<file path="src/rtl/phase_error_detector_if.sv">
// Pulse-stream inputs and phase-error outputs of the phase error detector.
// The master side drives the pulse streams; the slave side is the detector.
interface phase_error_detector_if #(
  parameter int ERR_W = 8
);
  logic             ref_in;
  logic             fb_in;
  logic [ERR_W-1:0] pd_out;
  logic             pd_valid;
  logic             slip;
  logic             locked;

  modport master (
    output ref_in, fb_in,
    input  pd_out, pd_valid, slip, locked
  );

  modport slave (
    input  ref_in, fb_in,
    output pd_out, pd_valid, slip, locked
  );
endinterface

</file>
<file path="src/rtl/phase_error_detector.sv">
// Rising-edge phase detector: measures ref-to-fb edge spacing in clk cycles,
// emits a saturated signed error, flags cycle slips and tracks lock.
module phase_error_detector #(
  parameter int ERR_W    = 8,
  parameter int MAX_WAIT = 127,
  parameter int LOCK_TH  = 2,
  parameter int LOCK_CNT = 16
) (
  input  logic                   clk,
  input  logic                   rstn,
  phase_error_detector_if.slave  pd
);
  localparam int LCW = $clog2(LOCK_CNT + 1);
  localparam logic [7:0]     MAXW     = 8'(MAX_WAIT);
  localparam logic [7:0]     TH8      = 8'(LOCK_TH);
  localparam logic [LCW-1:0] LOCK_MAX = LCW'(LOCK_CNT);

  typedef enum logic [1:0] {IDLE, REF_LEAD, FB_LEAD} state_e;

  state_e           state_q, state_d;
  logic [7:0]       cnt_q, cnt_d;
  logic             ref_q, fb_q;
  logic [ERR_W-1:0] pd_out_q, pd_out_d;
  logic             pd_valid_q, pd_valid_d;
  logic             slip_q, slip_d;
  logic [LCW-1:0]   lock_cnt_q, lock_cnt_d;
  logic             locked_q, locked_d;

  logic             ref_rise, fb_rise;
  logic             close, neg;
  logic [7:0]       mag;
  logic [ERR_W-1:0] err_abs, err;

  assign ref_rise = pd.ref_in & ~ref_q;
  assign fb_rise  = pd.fb_in  & ~fb_q;

  always_comb begin
    state_d = state_q;
    cnt_d   = cnt_q;
    close   = 1'b0;
    neg     = 1'b0;
    mag     = '0;
    slip_d  = 1'b0;
    unique case (state_q)
      IDLE: begin
        if (ref_rise && fb_rise) begin
          close = 1'b1;
        end else if (ref_rise) begin
          state_d = REF_LEAD;
          cnt_d   = 8'd1;
        end else if (fb_rise) begin
          state_d = FB_LEAD;
          cnt_d   = 8'd1;
        end
      end
      REF_LEAD, FB_LEAD: begin
        neg = (state_q == FB_LEAD);
        // "close" is the lagging stream's edge; "lead" is a repeat of the leader
        if ((state_q == REF_LEAD) ? fb_rise : ref_rise) begin
          close   = 1'b1;
          mag     = (cnt_q > MAXW) ? MAXW : cnt_q;
          state_d = IDLE;
          cnt_d   = '0;
        end else if ((state_q == REF_LEAD) ? ref_rise : fb_rise) begin
          close  = 1'b1;
          mag    = MAXW;
          slip_d = 1'b1;
          cnt_d  = 8'd1;
        end else if (cnt_q >= MAXW) begin
          close   = 1'b1;
          mag     = MAXW;
          slip_d  = 1'b1;
          state_d = IDLE;
          cnt_d   = '0;
        end else if (cnt_q != 8'hFF) begin
          cnt_d = cnt_q + 8'd1;
        end
      end
      default: begin
        state_d = IDLE;
        cnt_d   = '0;
      end
    endcase
  end

  assign err_abs = ERR_W'(mag);
  assign err     = neg ? (~err_abs + 1'b1) : err_abs;

  always_comb begin
    pd_out_d   = close ? err : pd_out_q;
    pd_valid_d = close;
    lock_cnt_d = lock_cnt_q;
    locked_d   = locked_q;
    if (close) begin
      if (!slip_d && (mag <= TH8)) begin
        if (lock_cnt_q < LOCK_MAX) lock_cnt_d = lock_cnt_q + 1'b1;
        locked_d = (lock_cnt_d == LOCK_MAX);
      end else begin
        lock_cnt_d = '0;
        locked_d   = 1'b0;
      end
    end
  end

  always_ff @(posedge clk) begin
    if (!rstn) begin
      state_q    <= IDLE;
      cnt_q      <= '0;
      ref_q      <= 1'b1;
      fb_q       <= 1'b1;
      pd_out_q   <= '0;
      pd_valid_q <= 1'b0;
      slip_q     <= 1'b0;
      lock_cnt_q <= '0;
      locked_q   <= 1'b0;
    end else begin
      state_q    <= state_d;
      cnt_q      <= cnt_d;
      ref_q      <= pd.ref_in;
      fb_q       <= pd.fb_in;
      pd_out_q   <= pd_out_d;
      pd_valid_q <= pd_valid_d;
      slip_q     <= slip_d;
      lock_cnt_q <= lock_cnt_d;
      locked_q   <= locked_d;
    end
  end

  assign pd.pd_out   = pd_out_q;
  assign pd.pd_valid = pd_valid_q;
  assign pd.slip     = slip_q;
  assign pd.locked   = locked_q;
endmodule

</file>
<file path="src/flat_wrapper.sv">
// flat-port wrapper written by rule: the top's interface ports become plain ports
module phase_error_detector_flat 
#(
  parameter int ERR_W    = 8,
  parameter int MAX_WAIT = 127,
  parameter int LOCK_TH  = 2,
  parameter int LOCK_CNT = 16
)
  (clk, rstn, pd_ref_in, pd_fb_in, pd_pd_out, pd_pd_valid, pd_slip, pd_locked);
  phase_error_detector_if #(.ERR_W(ERR_W)) pd_i ();
  input  logic clk;
  input  logic rstn;
  input wire logic [$bits(pd_i.ref_in)-1:0] pd_ref_in;
  input wire logic [$bits(pd_i.fb_in)-1:0] pd_fb_in;
  output wire logic [$bits(pd_i.pd_out)-1:0] pd_pd_out;
  output wire logic [$bits(pd_i.pd_valid)-1:0] pd_pd_valid;
  output wire logic [$bits(pd_i.slip)-1:0] pd_slip;
  output wire logic [$bits(pd_i.locked)-1:0] pd_locked;
  assign pd_i.ref_in = pd_ref_in;
  assign pd_i.fb_in = pd_fb_in;
  assign pd_pd_out = pd_i.pd_out;
  assign pd_pd_valid = pd_i.pd_valid;
  assign pd_slip = pd_i.slip;
  assign pd_locked = pd_i.locked;
  phase_error_detector #(.ERR_W(ERR_W), .MAX_WAIT(MAX_WAIT), .LOCK_TH(LOCK_TH), .LOCK_CNT(LOCK_CNT)) u_core (.clk(clk), .rstn(rstn), .pd(pd_i));
endmodule
</file>
<file path="config.mk">
export PLATFORM = sky130hd
export DESIGN_NAME = phase_error_detector_flat
export DESIGN_NICKNAME = d
export VERILOG_FILES = /design/src/rtl/phase_error_detector_if.sv /design/src/rtl/phase_error_detector.sv /design/src/flat_wrapper.sv
export SDC_FILE = /design/constraint.sdc
export NUM_CORES = 1
export LEC_CHECK = 0
export CAP_MARGIN = 20
export CORE_MARGIN = 2
export CORE_UTILIZATION = 65
export DETAILED_ROUTE_END_ITERATION = 8
export DONT_BUFFER_PORTS = 1
export MAX_ROUTING_LAYER = met4
export PLACE_DENSITY_LB_ADDON = 0.05
export SLEW_MARGIN = 15
export SYNTH_ARGS = -nofsm -noshare
export SYNTH_HDL_FRONTEND = slang
export SYNTH_SLANG_ARGS = --single-unit
export TNS_END_PERCENT = 30
</file>
<file path="constraint.sdc">
create_clock -name clk -period 4.3 [get_ports clk]
set_input_delay 1.075 -clock clk [delete_from_list [all_inputs] [get_ports clk]]
set_output_delay 1.075 -clock clk [all_outputs]
set_load 0.01 [all_outputs]
</file>
== Yosys cells after proc, flatten, opt, wreduce, memory -nomap -nowiden ==
Index checks and enable logic that the tools add are counted.

* Input bits: 4
* ROM bits: 0
* Output and inout bits: 11
* Flip-flop bits (word level): 28
* Bits in writable memories: 0
* Logic and storage cells: 73
* Memories: 0
* Latch bits: 0

* Muxes and demuxes: 36
* Shifts and indexed selects: 0
* Div/mod/pow operators: 0
* Bitwise logic cells: 5
* Multiply operators: 0
* Order comparisons: 4
* Reduce and logical (&&, ||, !) cells: 7
* $add $sub $neg: 3
* Eq/ne operators: 9

{| class="wikitable"
|+ Operator list
! cell !! count
|-
| $mux W8 || 12
|-
| $mux W5 || 4
|-
| $add A8 B1 Y8 const B || 2
|-
| $pmux W8 S2 || 1
|-
| $mux W2 || 6
|-
| $mux W1 || 10
|-
| $ge A8 B7 Y1 const B || 1
|-
| $gt A8 B7 Y1 const B || 1
|-
| $le A8 B2 Y1 const B || 1
|-
| $ne A8 B8 Y1 const B || 1
|-
| $not A8 Y8 || 1
|-
| $mux W7 || 1
|-
| $ne A3 B1 Y1 const B || 2
|-
| $add A5 B1 Y5 const B || 1
|-
| $eq A5 B5 Y1 const B || 1
|-
| $lt A5 B5 Y1 const B || 1
|-
| $ne A5 B1 Y1 const B || 1
|-
| $pmux W2 S2 || 1
|-
| $reduce_and A4 Y1 || 1
|-
| $ne A3 B2 Y1 const B || 1
|-
| $reduce_and A3 Y1 || 1
|-
| $and A1 B1 Y1 || 2
|-
| $eq A2 B1 Y1 const B || 1
|-
| $eq A2 B2 Y1 const B || 1
|-
| 7 further kinds || 9
|}

== Longest topological paths before layout ==
Gate-level depths: netlist of run 1.

* Depth in word-level cells: 12
* Mapped depth: 12

== Worst setup path before layout of run 1 ==
OpenSTA, ideal clock, no wires.

* Path type: input-to-reg
* Start: input pd_ref_in
* End: register u_core.lock_cnt_q[2]
* Slack: 1.072 ns
* Arrival: 3.106 ns
* Stages on the path: 10
* Library setup time: 0.122 ns
* Cells stage by stage: or3b_4 -> a21o_1 -> o221ai_1 -> inv_1 -> ha_1 -> or2b_2 -> a221oi_1 -> a21oi_1 -> o211ai_1 -> o21ai_1

* Longest elaborated chain between the ends: 8

{| class="wikitable"
|+ RTL lines
! element !! line !! text
|-
| from (decl) || flat_wrapper.sv:13 || <nowiki>input wire logic [$bits(pd_i.ref_in)-1:0] pd_ref_in;</nowiki>
|-
| $and A1 B1 Y1 (*) || phase_error_detector.sv:34 || <nowiki>assign ref_rise = pd.ref_in & ~ref_q;</nowiki>
|-
| $mux W1 || phase_error_detector.sv:64 || <nowiki>end else if ((state_q == REF_LEAD) ? ref_rise : fb_rise) begin</nowiki>
|-
| $mux W8 / $mux W1 (equally long branches) || phase_error_detector.sv:64 ||
|-
| $mux W8 / $mux W1 (equally long branches) || phase_error_detector.sv:59 || <nowiki>if ((state_q == REF_LEAD) ? fb_rise : ref_rise) begin</nowiki>
|-
| $mux W8 / $mux W1 (equally long branches) || phase_error_detector.sv:44 || <nowiki>unique case (state_q)</nowiki>
|-
| $le A8 B2 Y1 / $logic_not A1 Y1 (equally long branches) || phase_error_detector.sv:95 || <nowiki>if (!slip_d && (mag <= TH8)) begin</nowiki>
|-
| $logic_and A1 B1 Y1 || phase_error_detector.sv:95 ||
|-
| $mux W5 || phase_error_detector.sv:95 ||
|-
| to (signal assigned) || phase_error_detector.sv:124 || <nowiki>lock_cnt_q <= lock_cnt_d;</nowiki>
|-
| to (decl) || phase_error_detector.sv:26 || <nowiki>logic [LCW-1:0] lock_cnt_q, lock_cnt_d;</nowiki>
|}

Every way passes the cells marked *; elsewhere a longest branch is shown, timed or not.
A chain may end at the register's enable or synchronous reset.

== Worst setup path in the final report of run 1 ==
* Start: register u_core.state_q[1]
* End: register u_core.lock_cnt_q[2]

* Longest elaborated chain between the ends: 8

{| class="wikitable"
|+ RTL lines
! element !! line !! text
|-
| from (decl) || phase_error_detector.sv:20 || <nowiki>state_e state_q, state_d;</nowiki>
|-
| from (signal assigned) || phase_error_detector.sv:117 || <nowiki>state_q <= state_d;</nowiki>
|-
| $eq A2 B1 Y1 || phase_error_detector.sv:44, phase_error_detector.sv:59, phase_error_detector.sv:64 ||
|-
| $mux W1 || phase_error_detector.sv:64 ||
|-
| $mux W8 / $mux W1 (equally long branches) || phase_error_detector.sv:64 ||
|-
| $mux W8 / $mux W1 (equally long branches) || phase_error_detector.sv:59 ||
|-
| $mux W8 / $mux W1 (equally long branches) || phase_error_detector.sv:44 ||
|-
| $le A8 B2 Y1 / $logic_not A1 Y1 (equally long branches) || phase_error_detector.sv:95 ||
|-
| $logic_and A1 B1 Y1 || phase_error_detector.sv:95 ||
|-
| $mux W5 || phase_error_detector.sv:95 ||
|}

Parallel ways exist; a longest one is shown, timed or not.

==> results.json, run 1 <==
{
  "clock_sinks": 28,
  "path_depth": 12,
  "ys_types": 49,
  "timing.hold.ws_ns": 0.512,
  "setup_violations": 0,
  "end_kind": "flip-flop",
  "cts_tree": "yes",
  "coreArea_um2": 2480,
  "row_count": 18,
  "synth-async-reset-ratio": 0,
  "crit_family": "compound AO/OA/AOI/OAI gates",
  "slew_violations": 0,
  "timing.final.crit_share": 0.732,
  "rsz0062_at_grt": "no",
  "firstDrtPassIters": 5,
  "port_buffers": 0,
  "wl_per_cell_um": 15.2,
  "clk_path_buf_depth": 2,
  "cp_data_arrival_time_ns": 3.39,
  "max_cap_viol_count": 0,
  "max_freq_mhz": 318,
  "grt_pass1_wl_mm": 6.15,
  "overflow": 0,
  "ant_nets": 0,
  "htreeDepth": 1,
  "reg2reg_depth": 12,
  "timing.slew.headroom": 0.693,
  "netlist_area_um2": 1710,
  "powerDensity_nw_per_um2": 273,
  "drc": 0,
  "path_clk_slew_ns": 0.15,
  "fp.dieH_um": 55.3,
  "max_stage_delay_ns": 0.43,
  "postCtsSetupBuffers": 0,
  "dp_hpwl_mm": 2.59,
  "final_hold_viol_count": 0,
  "clkLatencyLatePin_ns": 0.34,
  "report.power.total_uw": 469,
  "crit_path_cell_trace": "inv_1, ha_1, or3b_4, a21o_1, o221ai_1, inv_1, ha_1, or2b_2, a221oi_1, a21oi_1, o211ai_1, o21ai_1",
  "status": "complete, no violations",
  "synth_cells": 208,
  "start_kind": "flip-flop",
  "crit_type": "reg2reg",
  "io_pins": 15,
  "vias": 1466,
  "die_area_um2": 3050,
  "ir_drop_uv": 228,
  "antenna_found_initial": 0,
  "grt_pass1_vias": 1421,
  "period_needed_ns": 3.15,
  "syn_nets": 220,
  "finClkSkew_ns": 0.00660,
  "yosys_warnings": 0,
  "final_area_um2": 1720,
  "worstHoldPathCells": 2,
  "cts_buffers": 3,
  "fin_util": 0.693,
  "tns_ns": 0,
  "critPathRequiredTime_ns": 4.55,
  "cts-hold-fix-buffers": 0,
  "cts_resized": 0,
  "crit_path_max_fanout": 11,
  "via_per_inst": 6.24,
  "synth_edf_count": 0,
  "hold_path_class": "reg2reg",
  "place.gp.congestion": 0.844,
  "grt_max_degree": 27,
  "start_util": 0.689,
  "crit_buf_inv": 2,
  "drive_gt1_frac": 0.0537,
  "crit_slowest_cell": "a221oi_1",
  "area_growth_pct": 0.513,
  "yosys_register_bits": 28,
  "diodes": 0,
  "drt-initial-drc-count": 53,
  "syn_area_per_cell_um2": 8.21,
  "place_area_um2": 1680,
  "cts_root_buf": "clkbuf_4",
  "drt-total-wl_mm": 3.57,
  "nets": 218,
  "seq_area_frac_synth": 0.328,
  "worstMarginPinSlew_ns": 0.460,
  "ys.flop_type": "dfxtp_1",
  "p_leak_uw": 0.000632,
  "grt_use_total": 0.250,
  "die_w_um": 55.3
}
[metal layers]
| metal | vias up | global-route usage | wire length (um) |
|---|---|---|---|
| met5 | - | - | 0 |
| met4 | 0 | 0.0836 | 41 |
| met3 | 4 | 0.0328 | 163 |
| met2 | 39 | 0.406 | 1730 |
| met1 | 680 | 0.322 | 1630 |
| li1 | 743 | - | - |
[through the flow]
step / setup slack [ns] / cells
after global placement: 0.855 / 231
after CTS: 1.15 / 235
after floorplan: 1.07 / 208
final: 1.15 / 235
after detailed placement: 0.779 / 231
after global routing: 0.809 / 235
[Yosys cell counts, drive strengths merged (4+ instances only)]
| cell type | count | area (um2) |
|---|---|---|
| dfxtp | 28 | 561 |
| nor2 | 26 | 97.6 |
| o21ai | 18 | 90.1 |
| nand2 | 14 | 52.6 |
| a21oi | 11 | 55.1 |
| nand3 | 10 | 50.1 |
| inv | 9 | 33.8 |
| ha | 8 | 100 |
| nand2b | 6 | 37.5 |
| nor2b | 6 | 37.5 |
| and2 | 5 | 31.3 |
| clkbuf | 5 | 38.8 |
| o211ai | 4 | 30.0 |
| o21a | 4 | 30.0 |
| xor2 | 4 | 35.0 |
[flip-flops by register name, indices dropped and copies added (netlist names)]
register / count
u_core.cnt_q: 8
u_core.pd.pd_out: 8
u_core.lock_cnt_q: 5
u_core.state_q: 2
u_core.fb_q: 1
u_core.pd.locked: 1
u_core.pd.pd_valid: 1
u_core.pd.slip: 1
u_core.ref_q: 1
[where the power goes]
group | internal (uW) | switching [uW] | leakage (uW)
logic | 24.6 | 40.6 | 0.000384
clock network | 52.0 | 78.3 | 0.0000210
registers | 266 | 7.78 | 0.000227
total | 343 | 127 | 0.000632
[final timing paths]
path	start	endpoint	slack [ns]
worst max-delay path	u_core.state_q[1]$_SDFFE_PN0P_	u_core.lock_cnt_q[2]$_SDFFE_PN0P_	1.15
worst min register to register	u_core.pd.pd_out[5]$_SDFFE_PN0P_	u_core.pd.pd_out[5]$_SDFFE_PN0P_	0.51
worst min-delay path	u_core.pd.pd_out[5]$_SDFFE_PN0P_	u_core.pd.pd_out[5]$_SDFFE_PN0P_	0.51
worst max register to register	u_core.state_q[1]$_SDFFE_PN0P_	u_core.lock_cnt_q[2]$_SDFFE_PN0P_	1.15
[cell families after synthesis]
| kind of cell | count (synthesis) | share of synthesized area |
|---|---|---|
| adder cells (fa/ha/maj) | 8 | 0.0586 |
| AND/OR/NAND/NOR | 85 | 0.262 |
| flip-flops | 28 | 0.328 |
| multiplexers | 1 | 0.00586 |
| buffers and inverters | 17 | 0.0623 |
| XOR/XNOR | 7 | 0.0359 |
| AO/OA/AOI/OAI | 62 | 0.248 |
[worst register-to-register path, stage by stage (launching register included)]
cell and delay [ns]:
dfxtp_1 0.39, inv_1 0.08, ha_1 0.24, or3b_4 0.43, a21o_1 0.29, o221ai_1 0.29
inv_1 0.08, ha_1 0.19, or2b_2 0.29, a221oi_1 0.43, a21oi_1 0.08, o211ai_1 0.17
o21ai_1 0.08
[layout make-up]
| type | count | area, um2 |
|---|---|---|
| Sequential cell | 28 | 561 |
| Tap cell | 30 | 37.5 |
| Clock buffer | 4 | 36.3 |
| Fill cell | 217 | 761 |
| Timing Repair Buffer | 1 | 7.51 |
| Multi-Input combinational cell | 163 | 1040 |
| Inverter | 9 | 33.8 |
[placed cells by master (no fill, tap or decap), types with 2 or more instances in the layout]
cell | Yosys | layout
xnor2_1 | 3 | 3
nand3b_1 | 3 | 3
o211ai_1 | 4 | 4
a21oi_1 | 11 | 11
a22oi_1 | 2 | 2
a31oi_1 | 2 | 2
inv_1 | 9 | 9
clkbuf_4 | 0 | 3
xor2_1 | 4 | 4
o21ai_1 | 5 | 5
dfxtp_1 | 28 | 28
o31ai_1 | 2 | 2
a211oi_1 | 3 | 3
a21o_1 | 3 | 3
nand3_1 | 10 | 10
nand2b_1 | 6 | 6
nand4_1 | 3 | 3
nor3_1 | 2 | 2
nor2b_1 | 6 | 6
nor2_1 | 26 | 26
o22ai_1 | 3 | 3
o21ai_0 | 13 | 13
nand2_1 | 14 | 14
and2_1 | 5 | 5
o21a_1 | 4 | 4
ha_1 | 8 | 8
(Power assumes the default switching activity.)
==> run 2, diff against run 1 <==
--- a/config.mk
+++ b/config.mk
@@ -5,9 +5,10 @@
 export SDC_FILE = /design/constraint.sdc
 export NUM_CORES = 1
 export LEC_CHECK = 0
+export ABC_AREA = 1
 export CAP_MARGIN = 20
 export CORE_MARGIN = 2
-export CORE_UTILIZATION = 65
+export CORE_UTILIZATION = 62
 export DETAILED_ROUTE_END_ITERATION = 8
 export DONT_BUFFER_PORTS = 1
 export MAX_ROUTING_LAYER = met4
==> constraint.sdc (replaced) <==
create_clock -name clk -period 3.1 [get_ports clk]
set_input_delay 0.775 -clock clk [delete_from_list [all_inputs] [get_ports clk]]
set_output_delay 0.775 -clock clk [all_outputs]
set_load 0.01 [all_outputs]
==> run 2 against run 1 <==
  * Final area increased by 0.44%
  * First-iteration DRC count increased by 36%
  * Non-clock buffer count decreased by 1
  * Largest cell class unchanged
  * Largest power group is now combinational cells
==> results.json, run 2 <==
{
  "final_cell_mix": "nand2_1, inv_1, dfxtp_1",
  "timing.final.crit_share": 0.728,
  "drt-total-wl_mm": 3.32,
  "r2r_slack_ns": 0.84,
  "yosysMostFrequentCell": "nand2_1",
  "grt_max_degree": 19,
  "area_growth_pct": 2.61,
  "overflow": 0,
  "ir_drop_uv": 491,
  "yosysTopAreaCellShare": 0.334,
  "cts_tree": "yes",
  "clock_sinks": 28,
  "powerDensity_nw_per_um2": 834,
  "drt-initial-drc-count": 72,
  "reg2reg_depth": 15,
  "die_area_um2": 3140,
  "netlist_area_um2": 1680,
  "cts_root_buf": "clkbuf_4",
  "yosys_register_bits": 28,
  "cts-hold-fix-buffers": 0,
  "drive_gt1_frac": 0.104,
  "crit_type": "reg2reg",
  "start_kind": "flip-flop",
  "synth_common_cells": "nand2_1, inv_1, dfxtp_1, nor2_1, nand3_1",
  "final_area_um2": 1720,
  "coreArea_um2": 2520,
  "dp_cells": 267,
  "ys_types": 37,
  "grt_use_total": 0.223,
  "synth-async-reset-ratio": 0,
  "die_w_um": 56.1,
  "dp_hpwl_mm": 2.55,
  "final_hold_viol_count": 0,
  "row_count": 18,
  "postCtsSetupBuffers": 0,
  "drc": 0,
  "wl_per_cell_um": 12.3,
  "use_met3": 0.0233,
  "place_area_um2": 1690,
  "io_pins": 15,
  "start_util": 0.666,
  "seq_area_frac_synth": 0.334,
  "final_common_cell": "nand2_1",
  "grt_pass1_wl_mm": 5.58,
  "grt_use_met2": 0.363,
  "hold_path_class": "in2reg",
  "timing.slew.headroom": 0.678,
  "cts_resized": 0,
  "ys.flop_type": "dfxtp_1",
  "synth_edf_count": 0,
  "status": "complete, no violations",
  "setup_violations": 0,
  "path_clk_slew_ns": 0.15,
  "via_per_inst": 5.63,
  "end_kind": "flip-flop",
  "syn_area_per_cell_um2": 6.94,
  "diodes": 0,
  "clkLatencyLatePin_ns": 0.33,
  "fp.dieH_um": 56.1,
  "period_needed_ns": 2.26,
  "worstHoldPathCells": 1,
  "antenna_found_initial": 0,
  "synth_top_cell_by_area": "dfxtp_1",
  "worstMarginPinSlew_ns": 0.482,
  "port_buffers": 0,
  "p_leak_uw": 0.000743,
  "timing.hold.ws_ns": 0.506,
  "slew_violations": 0,
  "vias": 1525,
  "firstDrtPassIters": 4,
  "syn_nets": 254,
  "clk_path_buf_depth": 2,
  "fin_cells": 271,
  "max_cap_viol_count": 0,
  "critPathRequiredTime_ns": 3.35,
  "use_met1": 0.281,
  "yosys_warnings": 0,
  "cp_data_arrival_time_ns": 2.50,
  "finClkSkew_ns": 0.00509,
  "crit_path_max_fanout": 8,
  "ant_nets": 0,
  "tns_ns": 0,
  "synth_cells": 242,
  "grt_pass1_vias": 1369,
  "htreeDepth": 1,
  "synthTopCellsByArea": "dfxtp_1, nand2_1, inv_1, nand3_1, ha_1",
  "cts_buffers": 3,
  "rsz0062_at_grt": "no",
  "grt-busiest-layer": "met2",
  "nets": 254,
  "place.gp.congestion": 0.949,
  "max_freq_mhz": 443
}
run 2: cell count changes after synthesis, moves of 4 or more:
cell / previous run / this run
and2_1: 5 / 0
a21oi_1: 11 / 15
nand2b_1: 6 / 0
nand3_1: 10 / 23
nand2_1: 14 / 54
inv_1: 9 / 31
inv_2: 0 / 5
nor2b_1: 6 / 0
o21a_1: 4 / 0
run 2: layer usage:
metal	vias up	routed length, um
met3	10	104
met5	-	0
li1	783	-
met4	0	64
met2	36	1570
met1	696	1580
run 2: critical path, stage by stage (launching register included):
cell	delay, ns
dfxtp_1	0.44
ha_1	0.23
nand3_2	0.10
nor2_1	0.14
nor2_1	0.10
nand3_4	0.12
nand2_4	0.10
a21oi_2	0.18
inv_2	0.05
ha_1	0.19
inv_1	0.05
nand2_1	0.10
xnor2_1	0.18
nand2_1	0.07
o211ai_1	0.11
inv_2	0.04
run 2: layout make-up:
cell class,instances,area [um2]
inverter,37,141
multi-input combinational,172,948
fill,225,798
tap,30,37.5
clock buffer,4,36.3
sequential,28,561
run 2: kinds of logic after synthesis:
group                      share of synthesized area
AOI/OAI and AO/OA                              0.156
xor gates and xnor gates                      0.0261
DFF                                            0.334
adders and majority gates                     0.0596
and+or+nand+nor                                0.322
buffers and inverters                          0.102
run 2: metrics by stage:
| step | total power [uW] | util | setup WS, ns |
|---|---|---|---|
| floorplan | 1140 | - | 0.895 |
| global placement | 1230 | 0.669 | 0.818 |
| detailed placement | 1250 | 0.669 | 0.709 |
| CTS | 1430 | 0.684 | 0.852 |
| global route | 1560 | 0.684 | 0.610 |
| finish | 1440 | 0.684 | 0.844 |
run 2: path summary, 6_finish.rpt:
check / from / end
worst max-delay path: u_core.cnt_q[1]$_SDFFE_PN0P_ / u_core.pd.pd_out[2]$_SDFFE_PN0P_
worst min-delay path: rstn / u_core.ref_q$_SDFF_PN1_
worst max register to register: u_core.cnt_q[1]$_SDFFE_PN0P_ / u_core.pd.pd_out[2]$_SDFFE_PN0P_
worst min register to register: u_core.lock_cnt_q[1]$_SDFFE_PN0P_ / u_core.lock_cnt_q[1]$_SDFFE_PN0P_
run 2: power by group:
| part | internal [uW] | switching [uW] |
|---|---|---|
| combinational | 247 | 507 |
| sequential | 430 | 73.0 |
| clock | 71.9 | 109 |
| total | 749 | 689 |
==> run 3, diff against run 2 <==
==> constraint.sdc (replaced) <==
create_clock -name clk -period 2.1 [get_ports clk]
set_input_delay 0.525 -clock clk [delete_from_list [all_inputs] [get_ports clk]]
set_output_delay 0.525 -clock clk [all_outputs]
set_load 0.01 [all_outputs]
==> run 3 against run 2 <==
  * Die area unchanged
  * Clock power increased by 99%
  * Final area increased by 10%
  * Clock skew increased by 0.0037 ns
  * Largest cell class unchanged
  * Largest power group unchanged
  * Combinational power increased by 80%
  * Fmax increased by 15%
  * Cell count increased by 3.0%
  * Critical endpoint unchanged
  * Core utilization increased by 7.0 points
  * Register-to-register slack got worse by 0.71 ns
==> results.json, run 3 (synthesis gave the netlist of run 2 again) <==
{
  "clock_sinks": 28,
  "p_seq_frac": 0.305,
  "reg2reg_depth": 16,
  "die_w_um": 56.1,
  "grt-busiest-layer": "met2",
  "end_kind": "flip-flop",
  "r2r_slack_ns": 0.13,
  "n_fill_cell": 199,
  "max_freq_mhz": 508,
  "finClkSkew_ns": 0.00883,
  "clk_path_buf_depth": 2,
  "grt_max_degree": 17,
  "timing.final.crit_share": 0.938,
  "cts_buffers": 3,
  "firstDrtPassIters": 5,
  "period_needed_ns": 1.97,
  "path_clk_slew_ns": 0.16,
  "grt_use_total": 0.261,
  "comb_power_share": 0.549,
  "use_met1": 0.346,
  "final_hold_viol_count": 0,
  "p_sw_frac": 0.462,
  "timing.hold.ws_ns": 0.258,
  "vias": 1590,
  "grt_pass1_vias": 1514,
  "dp_hpwl_mm": 2.73,
  "diodes": 0,
  "crit_end": "u_core.pd.pd_out[2]$_SDFFE_PN0P_",
  "area_growth_pct": 13.1,
  "cts_tree": "yes",
  "powerDensity_nw_per_um2": 1300,
  "fin_cells": 279,
  "drt-initial-drc-count": 97,
  "place_area_um2": 1730,
  "cts_root_buf": "clkbuf_4",
  "cp_data_arrival_time_ns": 2.23,
  "io_pins": 15,
  "reg2reg_from": "u_core.state_q[1]$_SDFFE_PN0P_",
  "antenna_found_initial": 0,
  "switchingPower_uw": 1140,
  "slew_violations": 0,
  "port_buffers": 0,
  "setup_violations": 0,
  "row_count": 18,
  "overflow": 0,
  "drc": 0,
  "nets": 262,
  "hold_path_class": "in2reg",
  "final_area_um2": 1900,
  "critPathLaunch": "u_core.state_q[1]$_SDFFE_PN0P_",
  "start_kind": "flip-flop",
  "reg2reg_to": "u_core.pd.pd_out[2]$_SDFFE_PN0P_",
  "final_common_cell": "nand2_1",
  "timing.slew.headroom": 0.659,
  "critPathRequiredTime_ns": 2.36,
  "setup_ws_ns": 0.130,
  "max_cap_viol_count": 0,
  "ant_nets": 0,
  "wl_per_cell_um": 13.5,
  "fp.dieH_um": 56.1,
  "status": "complete, no violations",
  "cts-hold-fix-buffers": 0,
  "worstMarginPinSlew_ns": 0.498,
  "ir_drop_uv": 888,
  "fin_util": 0.753,
  "clkLatencyLatePin_ns": 0.34,
  "drt-total-wl_mm": 3.77,
  "internal_power_uw": 1330,
  "power_frac_clock": 0.146,
  "place_ws_ns": -0.0482,
  "die_area_um2": 3140,
  "use_met3": 0.0233,
  "start_util": 0.666,
  "via_per_inst": 5.70,
  "grt_pass1_wl_mm": 6.55,
  "drive_gt1_frac": 0.209,
  "crit_type": "reg2reg",
  "final_cell_mix": "nand2_1, inv_1, dfxtp_1",
  "rsz0062_at_grt": "no",
  "p_leak_uw": 0.000801,
  "htreeDepth": 1,
  "dp_cells": 273,
  "coreArea_um2": 2520,
  "place.gp.congestion": 0.938,
  "crit_path_max_fanout": 4,
  "grt_use_met2": 0.420
}
[run 3: cell types whose count changed in the layout (fill, tap and decap cells not counted), sizes merged]
| cell | before | now |
|---|---|---|
| bufinv | 0 | 1 |
| buf | 0 | 8 |
| clkbuf | 4 | 3 |
[run 3: worst min-delay path by stage]
stage / end / cells after the start / startpoint / slack [ns]
2_1_floorplan: u_core.cnt_q[6]$_SDFFE_PN0P_ / 2 / u_core.cnt_q[6]$_SDFFE_PN0P_ / 0.47
3_3_place_gp: u_core.lock_cnt_q[1]$_SDFFE_PN0P_ / 2 / u_core.lock_cnt_q[1]$_SDFFE_PN0P_ / 0.49
3_5_place_dp: u_core.pd.pd_out[0]$_SDFFE_PN0P_ / 2 / u_core.pd.pd_out[0]$_SDFFE_PN0P_ / 0.50
4_1_cts: u_core.ref_q$_SDFF_PN1_ / 1 / rstn / 0.26
5_1_grt: u_core.ref_q$_SDFF_PN1_ / 1 / rstn / 0.25
6_report: u_core.ref_q$_SDFF_PN1_ / 1 / rstn / 0.26
[run 3: repair_timing]
action,in CTS,in global routing
pin swaps,1,6
setup buffers,0,2
setup endpoints to repair,1,14
resized for setup,3,24
[run 3: metrics by stage]
stage | power [uW] | setup TNS (ns)
3_5_place_dp | 1940 | -0.0482
3_3_place_gp | 1900 | 0
5_1_grt | 2650 | 0
6_report | 2470 | 0
2_1_floorplan | 1680 | 0
4_1_cts | 2320 | 0
[run 3: per-layer routing]
layer  share of wire  vias to the layer above
li1                -                      799
met1            0.45                      739
met2            0.50                       48
met3           0.046                        4
met4          0.0072                        0
met5               0                        -
[run 3: worst max-delay path: stages, from the launching register on]
cell	delay [ns]
dfxtp_2	0.36
inv_2	0.08
ha_4	0.18
inv_4	0.05
nand2_2	0.08
o21ai_4	0.08
nand3_4	0.10
nand2_4	0.08
a21oi_4	0.14
inv_2	0.05
ha_1	0.18
inv_1	0.06
nand2_2	0.08
xnor2_2	0.18
nand2_1	0.06
o211ai_1	0.11
inv_2	0.04
[run 3: power groups by stage]
stage	registers (uW)	logic [uW]	clock network, uW
after global placement	742	1160	0
after CTS	737	1220	363
after global routing	767	1500	383
after floorplan	734	945	0
final	754	1360	361
after detailed placement	746	1200	0
[run 3: cell type report]
type,instances,area (um2),area share
timing repair buffer,8,60.1,0.0316
sequential,28,566,0.298
tap,30,37.5,0.0197
clock inverter,1,30.0,0.0158
multi-input combinational,172,1040,0.548
inverter,37,144,0.0757
clock buffer,3,22.5,0.0118
